<file path="config.mk">
export PLATFORM = sky130hd
export DESIGN_NAME = stream_rr_arbiter
export DESIGN_NICKNAME = d
export VERILOG_FILES = /design/src/rtl/stream_rr_arbiter.sv
export SDC_FILE = /design/constraint.sdc
export NUM_CORES = 1
export LEC_CHECK = 0
export ABC_AREA = 1
export CORE_MARGIN = 4
export CORE_UTILIZATION = 26
export CTS_CLUSTER_SIZE = 14
export DETAILED_ROUTE_END_ITERATION = 16
export GPL_TIMING_DRIVEN = 0
export PLACE_DENSITY = 0.81
export SLEW_MARGIN = 5
export SYNTH_ARGS = -nofsm -noshare
export SYNTH_HDL_FRONTEND = slang
export SYNTH_SLANG_ARGS = --single-unit
</file>
<file path="constraint.sdc">
create_clock -name clk -period 2.4 [get_ports clk]
set_input_delay 0.48 -clock clk [delete_from_list [all_inputs] [get_ports clk]]
set_output_delay 0.48 -clock clk [all_outputs]
set_load 0.005 [all_outputs]
</file>
<file path="src/rtl/stream_rr_arbiter.sv">
// Round-robin arbiter sharing one val/rdy stream engine between two requesters.
// An in-order tag FIFO routes each engine response back to the requester that issued the beat.
module stream_rr_arbiter #(
  parameter int DATA_W    = 32,
  parameter int TAG_DEPTH = 4
) (
  input  logic                         clk,
  input  logic                         reset,

  input  logic                         req0_i_val,
  output logic                         req0_i_rdy,
  input  logic [DATA_W-1:0]            req0_i_data,
  output logic                         req0_o_val,
  input  logic                         req0_o_rdy,
  output logic [DATA_W-1:0]            req0_o_data,

  input  logic                         req1_i_val,
  output logic                         req1_i_rdy,
  input  logic [DATA_W-1:0]            req1_i_data,
  output logic                         req1_o_val,
  input  logic                         req1_o_rdy,
  output logic [DATA_W-1:0]            req1_o_data,

  output logic                         eng_i_val,
  input  logic                         eng_i_rdy,
  output logic [DATA_W-1:0]            eng_i_data,
  input  logic                         eng_o_val,
  output logic                         eng_o_rdy,
  input  logic [DATA_W-1:0]            eng_o_data,

  output logic [$clog2(TAG_DEPTH):0]   outstanding,
  output logic                         orphan_err
);

  localparam int PW = $clog2(TAG_DEPTH);
  localparam int CW = PW + 1;
  localparam logic [CW-1:0] FULL_CNT = CW'(TAG_DEPTH);

  logic [TAG_DEPTH-1:0] tag_mem;
  logic [PW-1:0]        wr_ptr;
  logic [PW-1:0]        rd_ptr;
  logic [CW-1:0]        count;
  logic                 last_grant;

  logic full;
  logic empty;
  logic grant1;
  logic grant0;
  logic push;
  logic pop;
  logic head;

  assign full  = (count == FULL_CNT);
  assign empty = (count == '0);

  // req1 wins only when it is alone or when req0 had the last issue.
  assign grant1 = req1_i_val & (~req0_i_val | ~last_grant);
  assign grant0 = req0_i_val & ~grant1;

  assign eng_i_val  = (req0_i_val | req1_i_val) & ~full;
  assign eng_i_data = grant1 ? req1_i_data : req0_i_data;
  assign req0_i_rdy = grant0 & eng_i_rdy & ~full;
  assign req1_i_rdy = grant1 & eng_i_rdy & ~full;
  assign push       = eng_i_val & eng_i_rdy;

  assign head        = tag_mem[rd_ptr];
  assign req0_o_val  = eng_o_val & ~empty & ~head;
  assign req1_o_val  = eng_o_val & ~empty & head;
  assign req0_o_data = eng_o_data;
  assign req1_o_data = eng_o_data;
  assign eng_o_rdy   = ~empty & (head ? req1_o_rdy : req0_o_rdy);
  assign pop         = eng_o_val & eng_o_rdy;

  assign outstanding = count;

  // Tag storage needs no reset: entries are only read while the count says they are valid.
  always_ff @(posedge clk) begin
    if (push) begin
      tag_mem[wr_ptr] <= grant1;
    end
  end

  always_ff @(posedge clk or negedge reset) begin
    if (!reset) begin
      wr_ptr     <= '0;
      rd_ptr     <= '0;
      count      <= '0;
      last_grant <= 1'b1;
      orphan_err <= 1'b0;
    end else begin
      if (push) begin
        wr_ptr     <= wr_ptr + PW'(1);
        last_grant <= grant1;
      end
      if (pop) begin
        rd_ptr <= rd_ptr + PW'(1);
      end
      if (push && !pop) begin
        count <= count + CW'(1);
      end else if (pop && !push) begin
        count <= count - CW'(1);
      end
      if (eng_o_val && empty) begin
        orphan_err <= 1'b1;
      end
    end
  end

endmodule
</file>
==> results by group <==
Clocking
  • Total CTS buffers: 3
  • H-tree depth: 1
  • CTS Sinks: 13
  • CTS root buf: clkbuf_8
  • CTS tree: built
  • Clk slew on worst S/H paths: 0.05 ns
  • Clock Latency Late Sink: 0.24 ns
  • Clock buffer depth: 2

Logic synthesis
  • Top cells by area, synth: buf_4 (29%), nand2_1 (25%), dfrtp_1 (12%)
  • Synthesized Nets: 363
  • #FFs+latches synth: 13
  • Leading area contributor after synthesis: buf_4
  • Post-synth top cells: nand2_1 (108), buf_4 (64), inv_1 (15), nor2_1 (9), dfrtp_1 (8)
  • Count leader, synth: nand2_1
  • Seq/Total Area, Yosys: 21.1%
  • Post-Syn Area: 0.00164 mm2
  • Avg Cell Area, Syn: 6.49 um2
  • Post-synth top area share: 29.2%
  • Gate Count Post-Synth: roughly 250
  • YS warnings: 0
  • Synth unique cells: 23
  • Post-synth ARST share: 69.2%
  • Post-synth EDFFs: 4
  • Top FF cell, synth: dfrtp_1

Timing
  • Sum Neg Setup Slack: 0 ns
  • Final Skew: between 0.001 and 0.0015 ns
  • Max Clk Rate: 0.430 GHz
  • Final Setup Violations: 0
  • Worst Tran Pin Value: 0.435 ns
  • Final Slew Violations: 0
  • RSZ-0062 raised after global routing: true
  • Max-slew headroom: 70.9%
  • Minimum clock period: 2.32 ns
  • Final period utilization: 96.8%
  • Fin. Hold Viols: 0

Floorplanning
  • Die W: 87.5 um
  • Die area: 0.00765 mm2
  • IO Count: 210
  • Initial Utilization: 27.3%
  • Core Region: 0.00603 mm2
  • Rows: 28
  • Die Y: 87.5 um

Cells and area
  • Final core occ: 60.3%
  • Multi-input gate area: 736 um2
  • Number of diodes: 0
  • Ratio of cells with drive above 1 in the final layout: ~21%
  • Post-Layout Cell Count: approximately 500
  • Filler instances: 560
  • Fin nets: 546
  • Area delta synth->final: 121%
  • FF+latch area: 347 um2

Setup path
  • Worst setup startpoint: req0_i_val
  • Reg-to-Reg End: outstanding[2]
  • Cell depth of the worst flop-to-flop path: 9
  • Reg2reg start: outstanding[0]
  • Worst setup EP type: output port
  • Worst EP required: 1.92 ns
  • Critical Path Source Type: input port
  • CP Max Fanout: 10
  • R2R Setup Slk: 0.29 ns
  • Kind of critical path: in2out
  • Crit path DAT: roughly 1.8 ns

Status
  • Status: finished clean

Hold path
  • WHS Endpoint: orphan_err
  • Hold path depth: 1
  • Hold Crit Start: orphan_err
  • Min-Delay Path Class: reg2reg

Detailed routing
  • Total wire length: 6.95 mm
  • First-pass iteration count of the detailed router: 4
  • Residual DRC: 0
  • Post-route ant nets: 0
  • Vias: 2058
  • First DRT Iteration DRCs: 40
  • Vias per cell: 4.04
  • Drt wl/cell: 13.6 um

Pwr
  • Pwr dens: 484 mW/mm2
  • Final Total Pwr: around 1800 uW
  • VDD IR max: roughly 0.34 mV
  • Leakage: 0.00186 uW

Global routing
  • Vias in the first global route: around 2200
  • Total gr overflow: 0
  • Initial antenna violation count: 0
  • First-pass GRT wire length: 10.4 mm
  • Largest net degree at the start of global routing: 14
  • Tot GR Track Use: 17.6%

Placement
  • Hpwl dp: 6.34 mm
  • Placer Congestion: 0.724
  • I/O Buffers: 177
  • Dpl cells: 505

Job
  • Max-Cap Viols: 0
## cell type report
class	count	area share, %
Multi-Input combinational cell	152	20.2
Buffer	70	14.9
Tap cell	75	2.58
Clock buffer	4	1.24
Sequential cell	13	9.54
Timing Repair Buffer	178	49.6
Inverter	18	1.93
## critical path, cell delays in order
cell and delay [ns]:
dlygate4sd2_1 0.26, nand2_2 0.09, nand2_4 0.09, inv_4 0.10
buf_4 0.17, nand2_1 0.07, nand2_1 0.06, clkdlybuf4s50_1 0.51
## worst max path at each step
stage                           to  slack, ns  cells past startpoint
floorplan           outstanding[2]       0.42                      9
CTS                     req0_o_val       0.02                      6
global placement     eng_i_data[8]      -0.27                      8
finish              eng_i_data[25]       0.08                      8
global route         eng_i_data[5]     -0.005                      8
detailed placement   eng_i_data[8]      -0.32                      8
## layer usage
layer | up-vias | GRT usage [%] | share of wire, %
li1 | 1062 | - | -
met1 | 896 | 15.0 | 28
met2 | 90 | 34.3 | 57
met3 | 10 | 10.3 | 13
met4 | 0 | 3.91 | 1.6
met5 | - | 0 | 0
## report_power, final
group          total (uW)  switching, uW  internal, uW  leakage, uW
clock                 191           74.3           117    0.0000228
combinational        1160            473           689      0.00169
sequential            408           88.0           320     0.000140
## logic make-up after synthesis
group | Yosys count | synth area share (%)
simple gates | 134 | 34.0
buf+inv | 88 | 35.2
flops | 13 | 21.1
compound gates | 8 | 2.59
fa+ha+maj | 6 | 5.03
xor+xnor | 4 | 2.13
## sequential cells by signal (all words and copies together) (netlist names)
name and cells:
rd_ptr 2, tag_mem 4, last_grant 1, outstanding 3
orphan_err 1, wr_ptr 2
## placed cells by master, fill, tap and decap left out
cell	n
a21o_1	1
a21oi_1	4
buf_4	68
buf_6	2
buf_8	1
clkbuf_1	1
clkbuf_8	3
clkdlybuf4s50_1	163
dfrtp_1	8
dfstp_2	1
dlygate4sd2_1	3
dlymetal6s2s_1	11
edfxtp_1	4
fa_1	1
ha_1	5
inv_1	15
inv_2	2
inv_4	1
nand2_1	107
nand2_2	4
nand2_4	2
nand3_1	6
nand3_2	3
nor2_1	9
nor2_4	2
nor3_2	1
o21ai_0	3
xnor2_1	2
xor2_1	2
## metrics by stage
step,area (um2),setup slack (ns),hold WS [ns]
after floorplan,1640,0.419,0.184
after global routing,3630,-0.00544,0.488
after detailed placement,3510,-0.324,0.451
final,3630,0.0761,0.457
after CTS,3590,0.0168,0.463
after global placement,3510,-0.271,0.441
## timing repair
item	4_1_cts	5_1_grt
resized for setup	15	14
hold buffers	0	0
endpoints found under the setup margin	31	12
setup buffers	1	0
cloned	0	0
pin swaps	0	1
Power figures use the tool's default switching activity.
